## src/rtl/nora_dma_master.sv

```systemverilog
// Block COPY/FILL initiator on the NORA slave bus.
// A single FSM issues single-cycle read/write requests and registers every output.
module nora_dma_master #(
  parameter int AW = 16,
  parameter int LW = 16
) (
  input  logic          clk,
  input  logic          reset,
  input  logic          cmd_start_i,
  input  logic          cmd_fill_i,
  input  logic [AW-1:0] cmd_src_i,
  input  logic [AW-1:0] cmd_dst_i,
  input  logic [LW-1:0] cmd_len_i,
  input  logic [7:0]    cmd_pattern_i,
  input  logic          cmd_abort_i,
  output logic          busy_o,
  output logic          done_o,
  output logic          aborted_o,
  output logic [AW-1:0] mst_addr_o,
  output logic [7:0]    mst_datawr_o,
  output logic          mst_datawr_valid_o,
  input  logic [7:0]    mst_datard_i,
  output logic          mst_req_o,
  output logic          mst_rwn_o
);

  typedef enum logic [2:0] {S_IDLE, S_RD, S_RW, S_WR, S_FIN} state_t;

  state_t        state_q, state_d;
  logic [AW-1:0] src_q, src_d, dst_q, dst_d;
  logic [LW-1:0] cnt_q, cnt_d;
  logic          fill_q, fill_d;
  logic [7:0]    pat_q, pat_d;
  logic          busy_q, busy_d, done_q, done_d, aborted_q, aborted_d;
  logic          req_q, req_d, rwn_q, rwn_d, dv_q, dv_d;
  logic [AW-1:0] addr_q, addr_d;
  logic [7:0]    datawr_q, datawr_d;

  // Bus outputs default to their idle values every cycle; only the cycle
  // that enters RD or WR drives a request.
  always_comb begin
    state_d   = state_q;
    src_d     = src_q;
    dst_d     = dst_q;
    cnt_d     = cnt_q;
    fill_d    = fill_q;
    pat_d     = pat_q;
    busy_d    = busy_q;
    done_d    = 1'b0;
    aborted_d = 1'b0;
    req_d     = 1'b0;
    rwn_d     = 1'b1;
    dv_d      = 1'b0;
    addr_d    = '0;
    datawr_d  = 8'h00;

    if (cmd_abort_i && (state_q == S_RD || state_q == S_RW || state_q == S_WR)) begin
      state_d   = S_IDLE;
      busy_d    = 1'b0;
      aborted_d = 1'b1;
    end else begin
      case (state_q)
        S_IDLE: begin
          if (cmd_start_i) begin
            src_d  = cmd_src_i;
            dst_d  = cmd_dst_i;
            cnt_d  = cmd_len_i;
            fill_d = cmd_fill_i;
            pat_d  = cmd_pattern_i;
            busy_d = 1'b1;
            if (cmd_len_i == '0) begin
              state_d = S_FIN;
              done_d  = 1'b1;
            end else if (cmd_fill_i) begin
              state_d  = S_WR;
              req_d    = 1'b1;
              rwn_d    = 1'b0;
              dv_d     = 1'b1;
              addr_d   = cmd_dst_i;
              datawr_d = cmd_pattern_i;
            end else begin
              state_d = S_RD;
              req_d   = 1'b1;
              addr_d  = cmd_src_i;
            end
          end
        end
        S_RD: state_d = S_RW;
        S_RW: begin
          // Slave data is valid during RW; it becomes the write data of the next cycle.
          state_d  = S_WR;
          req_d    = 1'b1;
          rwn_d    = 1'b0;
          dv_d     = 1'b1;
          addr_d   = dst_q;
          datawr_d = mst_datard_i;
        end
        S_WR: begin
          if (!fill_q) src_d = src_q + AW'(1);
          dst_d = dst_q + AW'(1);
          cnt_d = cnt_q - LW'(1);
          if (cnt_q == LW'(1)) begin
            state_d = S_FIN;
            busy_d  = 1'b0;
            done_d  = 1'b1;
          end else if (fill_q) begin
            state_d  = S_WR;
            req_d    = 1'b1;
            rwn_d    = 1'b0;
            dv_d     = 1'b1;
            addr_d   = dst_q + AW'(1);
            datawr_d = pat_q;
          end else begin
            state_d = S_RD;
            req_d   = 1'b1;
            addr_d  = src_q + AW'(1);
          end
        end
        S_FIN: begin
          state_d = S_IDLE;
          busy_d  = 1'b0;
        end
        default: state_d = S_IDLE;
      endcase
    end
  end

  always_ff @(posedge clk) begin
    if (reset) begin
      state_q   <= S_IDLE;
      src_q     <= '0;
      dst_q     <= '0;
      cnt_q     <= '0;
      fill_q    <= 1'b0;
      pat_q     <= 8'h00;
      busy_q    <= 1'b0;
      done_q    <= 1'b0;
      aborted_q <= 1'b0;
      req_q     <= 1'b0;
      rwn_q     <= 1'b1;
      dv_q      <= 1'b0;
      addr_q    <= '0;
      datawr_q  <= 8'h00;
    end else begin
      state_q   <= state_d;
      src_q     <= src_d;
      dst_q     <= dst_d;
      cnt_q     <= cnt_d;
      fill_q    <= fill_d;
      pat_q     <= pat_d;
      busy_q    <= busy_d;
      done_q    <= done_d;
      aborted_q <= aborted_d;
      req_q     <= req_d;
      rwn_q     <= rwn_d;
      dv_q      <= dv_d;
      addr_q    <= addr_d;
      datawr_q  <= datawr_d;
    end
  end

  assign busy_o             = busy_q;
  assign done_o             = done_q;
  assign aborted_o          = aborted_q;
  assign mst_req_o          = req_q;
  assign mst_rwn_o          = rwn_q;
  assign mst_datawr_valid_o = dv_q;
  assign mst_addr_o         = addr_q;
  assign mst_datawr_o       = datawr_q;

endmodule

```

## config.mk

```make
export PLATFORM = sky130hd
export DESIGN_NAME = nora_dma_master
export DESIGN_NICKNAME = d
export VERILOG_FILES = /design/src/rtl/nora_dma_master.sv
export SDC_FILE = /design/constraint.sdc
export NUM_CORES = 1
export LEC_CHECK = 0
export CAP_MARGIN = 10
export CORE_UTILIZATION = 35
export DETAILED_ROUTE_END_ITERATION = 10
export PLACE_DENSITY = 0.62
export SLEW_MARGIN = 40
export SYNTH_ARGS = -nofsm -noshare
export SYNTH_HDL_FRONTEND = slang
export SYNTH_SLANG_ARGS = --single-unit
```

## constraint.sdc

```tcl
create_clock -name clk -period 2.65 [get_ports clk]
set_input_delay 0.265 -clock clk [delete_from_list [all_inputs] [get_ports clk]]
set_output_delay 0.265 -clock clk [all_outputs]
set_load 0.05 [all_outputs]
```

==> metrics <==
predominant post-synthesis flop cell dfxtp_1; vias in the first global route 5281; hold slack 0.428 ns; Sink Count 90; setup TNS 0 ns; flops & latches, synth 90; PnR worst setup slack 0.315 ns; Achievable Freq 428 MHz; Layout area overhead 27.2%; WL/cell 18.0 um; Synth Area in Adders 0.939%; global-route wire length before repair 28100 um; Clock Path Buffers 2; nature of the critical path endpoint flop; critical path class flop to flop; clock latency on the worst-skew pair 0.35 ns; Tightest Pin Transition 0.726 ns; Port-buffer cells 98; Initial Util 36.3%; routability cong. 0.863; antenna-violating nets left 0; DRT Wirelength 17300 um; DRT iter0 DRCs 510; Synth Area per Inst 7.58 um2; Synth Area in Compound Gates 29.3%; pin count of the biggest net entering global routing 89; DR vias/cell 5.88; failing checks DRC; main combinational cell family by area after synthesis compound AO/OA/AOI/OAI gates; worst rel slew slack 51.2%; TritonCTS buffer count 9; share of cells above drive strength 1 6.55%; sequential fraction of the synthesis area 33.8%; HPWL Detailed 12200 um; CTS tree yes; Cell Rows 44; post-cts resize count 0; final core occ 46.1%; setup bufs post-CTS 0; GRT Residual Overflow 0; # setup viols final 0; Die X 125 um; IO Pins 99; clk_skew 0.00660 ns; Fin. Hold Viols 0; Root Buffer clkbuf_16; Final nets 848; initial antenna violation count 0; Core Footprint 0.0147 mm2; Post-Layout Cell Count 963; DR vias 5663; n_diodes 0; Simple-Gate Fraction of Synth Area 25.0%; DRC Markers 8; post-synthesis async set-or-reset flop share 0%; status complete, but fails checks; XOR/XNOR share of the synthesized area 2.79%; gr usage total 22.6%; die area 0.0157 mm2; Synth warnings 0; mapped cell area 0.00533 mm2; chip height 125 um; Max-cap violations 0; EDFF count, synth 0; worst min path class input port to flop; Power Density 613 mW/mm2; iteration count of the initial detailed-routing pass 8; Yosys cell types 63; Slew Limit Fails 0; Clk pin slew, worst setup/hold paths 0.07 ns; Peak VDD IR 0.294 mV; startpoint class of the critical path flop; fin crit share 88.1%; CP arrival 2.58 ns; syn nets 776; Critical Path RT 2.89 ns; Pleak 2.41 nW; Post-CTS Hold Buffers 0; mux share of post-synthesis cell area 3.40%; cell count after synthesis 703; number of cells after detailed placement 948; RSZ-0062 raised after global routing no; Clock H-tree levels 3; critical path fanouts, max 9; worst slack, placed 0.236 ns; Tmin final 2.34 ns
-- per-layer routing --
| layer | GRT usage [%] | share of wire (%) | wire length, um |
|---|---|---|---|
| met4 | 6.46 | 1.7 | 288 |
| met1 | 28.7 | 45 | 7730 |
| met3 | 4.75 | 5.7 | 982 |
| met5 | 0 | 0 | 0 |
| met2 | 38.5 | 48 | 8340 |
-- layout by cell type, fill, tap and decap left out, types with 8 or more instances in the layout --
cell,count
nand2_1,85
clkbuf_16,9
a31oi_1,15
inv_1,8
xnor2_1,11
nand4_1,11
nor4_1,15
a22oi_1,18
or3_1,9
mux2i_1,17
nor3_1,19
buf_4,19
clkdlybuf4s50_1,97
o21ai_0,44
nand3_1,26
a2bb2oi_1,20
a21oi_1,61
dfxtp_1,90
nor2_1,63
-- final timing paths --
kind | from | end | slack [ns] | cells after the start
worst max-delay path | dst_q[0] | mst_addr_o[14] | 0.31 | 6
worst min-delay path | reset | cnt_q[12] | 0.43 | 2
worst max register to register | dst_q[0] | mst_addr_o[14] | 0.31 | 6
worst min register to register | pat_q[2] | pat_q[2] | 0.46 | 2
-- cell families after synthesis --
group / count (synthesis)
AOI/OAI and AO/OA: 236
xor gates and xnor gates: 17
adders and majority gates: 4
buffers and inverters: 66
DFF: 90
muxes: 18
and+or+nand+nor: 272
-- stage by stage --
stage,area (um2),power (mW)
after floorplan,5330,2.45
after global placement,6480,2.87
after detailed placement,6490,2.89
after CTS,6770,4.17
after global routing,6780,4.37
final,6780,4.15
-- where the power goes --
group          internal (mW)  leakage, nW  total [mW]  switching, mW
Combinational          0.499         1.52        1.22          0.725
Clock                  0.721        0.145        1.28          0.556
Sequential              1.49        0.738        1.65          0.160
Total                   2.71         2.41        4.15           1.44
-- state kept, by name (all words and copies together) (netlist names) --
signal              flops
done_o                  1
mst_rwn_o               1
pat_q                   8
state_q                 3
dst_q                  16
mst_datawr_valid_o      1
mst_req_o               1
fill_q                  1
mst_datawr_o            8
aborted_o               1
busy_o                  1
cnt_q                  16
mst_addr_o             16
src_q                  16
-- critical path, cell delays in order (launching register included) --
cell     delay, ns
dfxtp_1       0.49
ha_1          0.32
nand3_1       0.22
nor4_1        0.66
xor2_1        0.19
nor2_1        0.05
o32ai_1       0.30
-- cell type report --
| class | instances | area (um2) |
|---|---|---|
| Timing Repair Buffer | 118 | 1140 |
| Sequential cell | 90 | 1800 |
| Inverter | 9 | 33.8 |
| Fill cell | 1506 | 7920 |
| Tap cell | 184 | 230 |
| Clock buffer | 9 | 225 |
| Multi-Input combinational cell | 547 | 3290 |
| Clock inverter | 6 | 58.8 |
-- synth_stat cells, drive strengths merged, types with 4 or more instances --
library cell / instances / area, um2
buf: 8 / 36.3
a21o: 5 / 37.5
clkbuf: 49 / 184
or3: 10 / 67.6
nand3: 26 / 130
o211ai: 7 / 52.6
nand3b: 4 / 30.0
nor2: 64 / 248
a22o: 6 / 52.6
a21oi: 65 / 329
dfxtp: 90 / 1800
nor3b: 6 / 45.0
ha: 4 / 50.1
a2bb2oi: 20 / 175
nand4: 11 / 68.8
xnor2: 11 / 96.3
nand2: 85 / 319
nor3: 20 / 105
o32ai: 5 / 43.8
and4: 5 / 43.8
mux2i: 17 / 170
o32a: 4 / 40.0
a311oi: 5 / 43.8
xor2: 6 / 52.6
a31oi: 15 / 93.8
inv: 8 / 30.0
and2: 6 / 37.5
and3: 7 / 43.8
o21ai: 47 / 239
a211oi: 7 / 52.6
o31ai: 6 / 45.0
nor4: 16 / 106
a22oi: 18 / 135
No activity file was read; power rests on OpenSTA's default activity.
